[src/rtl/piso_serializer.sv]
// piso_serializer: LSB-first parallel-in serial-out with one-word holding buffer
// ports: in_val/in_rdy/in_data word handshake; en shift strobe; shift_out/out_val serial bit;
//        frame_start on first bit, frame_done pulse after last bit; busy while any word held;
//        rst is asynchronous active-low
module piso_serializer #(
  parameter int nbits = 8
) (
  input  logic             clk,
  input  logic             rst,
  input  logic             in_val,
  output logic             in_rdy,
  input  logic [nbits-1:0] in_data,
  input  logic             en,
  output logic             shift_out,
  output logic             out_val,
  output logic             frame_start,
  output logic             frame_done,
  output logic             busy
);
  localparam int cw = $clog2(nbits);
  localparam logic [cw-1:0] last_idx = cw'(nbits - 1);
  typedef enum logic {IDLE, SHIFT} state_t;
  state_t state, state_n;
  logic [nbits-1:0] sreg, hbuf;
  logic hfull;
  logic [cw-1:0] cnt;
  logic accept, consume, last;
  assign in_rdy = !hfull;
  assign out_val = state == SHIFT;
  assign shift_out = sreg[0];
  assign frame_start = out_val && cnt == '0;
  assign busy = out_val || hfull;
  assign accept = in_val && in_rdy;
  assign consume = out_val && en;
  assign last = consume && cnt == last_idx;
  always_comb begin
    state_n = state == IDLE ? (accept ? SHIFT : IDLE) : ((last && !hfull && !accept) ? IDLE : SHIFT);
  end
  always_ff @(posedge clk or negedge rst) begin
    if (!rst) state <= IDLE;
    else state <= state_n;
  end
  always_ff @(posedge clk or negedge rst) begin
    if (!rst) begin
      sreg <= '0;
      hbuf <= '0;
      hfull <= 1'b0;
      cnt <= '0;
      frame_done <= 1'b0;
    end else begin
      frame_done <= last;
      if (state == IDLE) begin
        if (accept) begin
          sreg <= in_data;
          cnt <= '0;
        end
      end else if (consume) begin
        if (last) begin
          cnt <= '0;
          sreg <= hfull ? hbuf : (accept ? in_data : '0);
          hfull <= 1'b0;
        end else begin
          sreg <= sreg >> 1;
          cnt <= cnt + 1'b1;
        end
      end
      // last-bit accept bypasses hbuf; hfull=1 blocks accept, so set and clear never collide
      if (state == SHIFT && accept && !last) begin
        hbuf <= in_data;
        hfull <= 1'b1;
      end
    end
  end
endmodule
[config.mk]
export PLATFORM = sky130hd
export DESIGN_NAME = piso_serializer
export DESIGN_NICKNAME = d
export VERILOG_FILES = /design/src/rtl/piso_serializer.sv
export SDC_FILE = /design/constraint.sdc
export NUM_CORES = 1
export LEC_CHECK = 0
export CAP_MARGIN = 30
export CORE_UTILIZATION = 45
export DETAILED_ROUTE_END_ITERATION = 8
export GPL_ROUTABILITY_DRIVEN = 0
export HOLD_SLACK_MARGIN = 0.05
export MAX_ROUTING_LAYER = met4
export PLACE_DENSITY = 0.71
export SLEW_MARGIN = 30
export SYNTH_ARGS = -nofsm -noshare
export SYNTH_HDL_FRONTEND = slang
export SYNTH_SLANG_ARGS = --single-unit
[constraint.sdc]
create_clock -name clk -period 1.95 [get_ports clk]
set_clock_uncertainty 0.05 [all_clocks]
set_input_delay 0.195 -clock clk [delete_from_list [all_inputs] [get_ports clk]]
set_output_delay 0.195 -clock clk [all_outputs]
set_load 0.01 [all_outputs]
Yosys cells after proc, flatten, opt, wreduce, memory -nomap -nowiden
Cells that the tools add are included.

operators by class
  $add $sub $neg = 1
  equality and inequality tests = 2
  multiplexer cells = 17
  reductions and logical operators = 19

operators by type and width
  kind                                                   number
  2-to-1 mux 8 bit                                       6
  2-to-1 mux 3 bit                                       4
  logical AND 1 bit                                      8
  nonzero test 2 bit                                     4
  2-to-1 mux 1 bit                                       7
  adder 3 x 1 -> 3 bit, second input constant            1
  equality test 3 bit, second input constant             1
  zero test 1 bit                                        3
  zero test 3 bit                                        1
  AND reduction 3 bit                                    1
  inequality test 2 x 1 -> 1 bit, second input constant  1
  AND reduction 2 bit                                    1
  logical OR 1 bit                                       1

word-level totals
  bits in registers = 22
  output and inout bits = 6

Depth between registers and ports, before layout
Gate-level depths: netlist (run 1).

  word-level depth = 7
  gate-level depth with buffers = 5
  gate-level depth less buffers = 5

Worst setup path after synthesis (run 1)
Ideal clock, no wire load.

  path type = reg-to-reg
  from = register cnt[0]
  to = register hbuf[0]
  arrival = 1.632 ns
  data required time = 1.775 ns
  slack = 0.143 ns
  stages on the path, launching flop included = 6
  buffers on the path = 0
  period minus slack after synthesis = 1.807 ns
  cells stage by stage = dfrtp_1 -> ha_1 -> ha_1 -> a21boi_0 -> nand2_1 -> mux2_2

on the way
  cells in the longest elaborated chain, start to end = 4

RTL lines
  item                    line  source
  start, declared         26    logic [cw-1:0] cnt;
  start signal, assigned  64    cnt <= cnt + 1'b1;
  equality test 3 bit     35    assign last = consume && cnt == last_idx;
  logical AND 1 bit       35
  zero test 1 bit         68    if (state == SHIFT && accept && !last) begin
  logical AND 1 bit       68
  end signal, assigned    69    hbuf <= in_data;
  end, declared           24    logic [nbits-1:0] sreg, hbuf;

Every way passes these cells.
A chain may end at the register's enable or synchronous reset.

Worst setup path in the final report (run 1)
  from = register cnt[0]
  to = output port frame_start

on the way
  cells in the longest elaborated chain, start to end = 2

RTL lines
  item               line  source
  zero test 3 bit    31    assign frame_start = out_val && cnt == '0;
  logical AND 1 bit  31
  end, declared      16    output logic frame_start,

Every way passes these cells.

==> flow_metrics.py, run 1 <==
metrics = {
    "run_status": {
        "status": "complete, no violations",
    },
    "synthesis": {
        "syn_area_per_cell_um2": 10.7,
        "ys_seq_elements": 22,
        "synth_cells": 107,
        "synth_nets": 122,
        "yosysSeqAreaShare_pct": 48.2,
        "netlist_area_um2": 1140,
        "yosys_warnings": 0,
        "netlist-cell-type-count": 27,
    },
    "global_routing": {
        "gr-total-overflow": 0,
        "grt_pass1_wl_um": 4030,
        "antenna_found_initial": 0,
        "grt_pass1_vias": 901,
        "grt.total_usage_pct": 21.6,
        "grt_max_degree": 23,
    },
    "worst_setup_path": {
        "crit_start": "cnt[0]",
        "path_class": "register to output port",
        "worst_setup_path_start_kind": "register",
        "critPathMaxFanout": 4,
        "end_kind": "output port",
        "crit_end": "frame_start",
        "rrSetupSlack_ps": 90,
        "r2r-start": "cnt[0]",
        "required_ps": 1700,
        "r2r_cells": 6,
        "reg2reg_to": "hbuf[1]",
        "cp.arrival_ps": 1620,
    },
    "clocking": {
        "cts_tree": "yes",
        "cts-root-buf": "clkbuf_4",
        "tritoncts.num_buffers": 3,
        "h-tree-depth": 1,
        "path_clk_slew_ps": 120,
        "cts.sinks": 22,
        "clock_latency_ps": 310,
        "clockBufferDepth": 2,
    },
    "run": {
        "drv_cap": 0,
    },
    "final_layout": {
        "post-route-cell-area_um2": 1440,
        "area_growth_pct": 26.3,
        "final_cell_mix": "dfrtp_1 (22), clkdlybuf4s50_1 (16), buf_4 (13), nand2_1 (8), mux2_2 (8)",
        "n_antenna_cell": 0,
        "drive_above_1_share_pct": 18.5,
        "fillers": 223,
        "final_util_pct": 62.7,
        "final_common_cell": "dfrtp_1",
        "final_net_count": 152,
    },
    "sta": {
        "rsz0062_at_grt": "no",
        "setup_viol": 0,
        "maxSlewViolCount": 0,
        "fin_setup_tns_ps": 0,
        "tightestPinTransition_ps": 360,
        "fmax_mhz": 536,
        "period_share_pct": 95.7,
        "slew-limit-headroom_pct": 75.9,
        "finalHoldViolCount": 0,
        "fin_crit_ps": 1870,
    },
    "floorplan": {
        "core_um2": 2300,
        "rows": 17,
        "pin_count": 18,
        "die_w_um": 52.4,
        "initial_core_util_pct": 49.7,
        "dieHeight_um": 52.4,
        "dieArea_um2": 2740,
    },
    "power_and_ir_drop": {
        "netSwitchingFraction_pct": 33.6,
        "leakage_uw": 0.000618,
        "combPwrFrac_pct": 45.2,
        "intPower_uw": 1200,
        "power.density_nw_per_um2": 1260,
        "vdd_drop_max_mv": 0.791,
        "p_sw_uw": 609,
        "pwr-share-seq_pct": 43.4,
        "p_clk_share_pct": 11.4,
    },
    "detailed_routing": {
        "ant_nets": 0,
        "dr.first_iter.drc_count": 17,
        "post_drt_wl_per_cell_um": 15.0,
        "firstDrtPassIters": 4,
        "via_per_inst": 5.98,
        "post-route-drc-count": 0,
        "wirelength_um": 2440,
        "vias": 974,
    },
    "placed_design": {
        "io_buffers": 17,
        "place_area_um2": 1410,
        "dpl.hpwl_um": 1770,
    },
    "hold_path": {
        "hp-class": "primary input to async pin",
    },
}
[power groups by stage]
stage               Clock (uW)  Combinational, uW  Sequential (uW)
finish                     207                818              785
global placement             0                774              797
floorplan                    0                513              778
global route               233                901              814
detailed placement           0                800              808
CTS                        216                823              788
[final cells by class]
type | count | area, um^2 | share of cell area (%)
Clock buffer | 3 | 22.5 | 1.56
Sequential cell | 22 | 551 | 38.2
Timing Repair Buffer | 30 | 270 | 18.8
Multi-Input combinational cell | 76 | 548 | 38.0
Inverter | 4 | 15.0 | 1.04
Tap cell | 28 | 35.0 | 2.43
[metrics by stage]
| stage | hold WS, ps | cells | power, uW | setup WS, ps |
|---|---|---|---|---|
| finish | 162 | 163 | 1810 | 83.0 |
| global placement | 426 | 159 | 1570 | 104 |
| global route | 201 | 163 | 1950 | 9.09 |
| CTS | 172 | 163 | 1830 | 27.4 |
| detailed placement | 430 | 159 | 1610 | 66.4 |
| floorplan | -151 | 107 | 1290 | 143 |
[cell families (layout without fill, tap and decap cells)]
| logic type | Yosys count | count (layout) | share of synthesized area, % |
|---|---|---|---|
| flip-flops | 22 | 22 | 48.2 |
| multiplexers | 8 | 8 | 7.90 |
| adder cells (fa/ha/maj) | 3 | 3 | 3.29 |
| AND/OR/NAND/NOR | 33 | 33 | 16.7 |
| buffers and inverters | 9 | 37 | 3.73 |
| AO/OA/AOI/OAI | 32 | 32 | 20.2 |
[synthesized netlist by cell type]
master,number,area (um^2)
dfrtp_1,22,551
o22ai_1,3,18.8
mux2_2,8,90.1
nand2b_1,1,6.26
o32a_1,4,40.0
o31a_1,1,8.76
or2_2,1,6.26
inv_1,4,15.0
a22o_1,1,8.76
buf_6,1,11.3
nor2_1,1,3.75
nand2_1,8,30.0
a21boi_0,1,7.51
a221oi_1,3,26.3
nand3b_1,7,52.6
o21ai_0,4,20.0
nand3_1,6,30.0
and3b_1,1,8.76
and2_1,6,37.5
nor2b_1,1,6.26
a21oi_1,5,25.0
o31ai_1,3,22.5
o21a_1,7,52.6
buf_2,1,5.00
clkbuf_1,3,11.3
or3b_1,1,8.76
ha_1,3,37.5
[metal layers]
layer	GRT usage, %	vias up	part of all wire, %
met1	25.4	468	42
met2	35.0	43	48
met4	11.8	0	2.1
li1	-	458	-
met3	3.77	5	7.7
met5	-	-	0
[worst min path at each step]
stage	from	endpoint	slack (ps)
floorplan	rst	cnt[0]	-150
global placement	sreg[6]	sreg[6]	430
detailed placement	sreg[5]	sreg[5]	430
CTS	rst	sreg[6]	170
global route	rst	hbuf[5]	200
finish	rst	hbuf[0]	160
[repair_timing]
action                     in CTS  in global routing
resized for setup               0                  1
hold buffers                    0                  0
setup endpoints to repair       1                  1
setup buffers                   1                  0
[worst max-delay path: stages (launching register included)]
cell             delay, ps
dfrtp_1                430
inv_1                   70
ha_1                   140
and3b_1                150
clkdlybuf4s50_1        530
[flip-flops by register name, summed over array words and instances (netlist names)]
| register | cells |
|---|---|
| sreg | 8 |
| cnt | 3 |
| out_val | 1 |
| hfull | 1 |
| frame_done | 1 |
| hbuf | 8 |
No activity file was read; power rests on OpenSTA's default activity.
==> run 2: changes to the inputs <==
--- a/config.mk
+++ b/config.mk
@@ -5,8 +5,9 @@
 export SDC_FILE = /design/constraint.sdc
 export NUM_CORES = 1
 export LEC_CHECK = 0
-export CAP_MARGIN = 30
+export CAP_MARGIN = 20
 export CORE_UTILIZATION = 45
+export CTS_CLUSTER_SIZE = 30
 export DETAILED_ROUTE_END_ITERATION = 8
 export GPL_ROUTABILITY_DRIVEN = 0
 export HOLD_SLACK_MARGIN = 0.05
==> results of run 2 <==
Same layout as run 1: the final DEF is identical, and so are final timing and power.
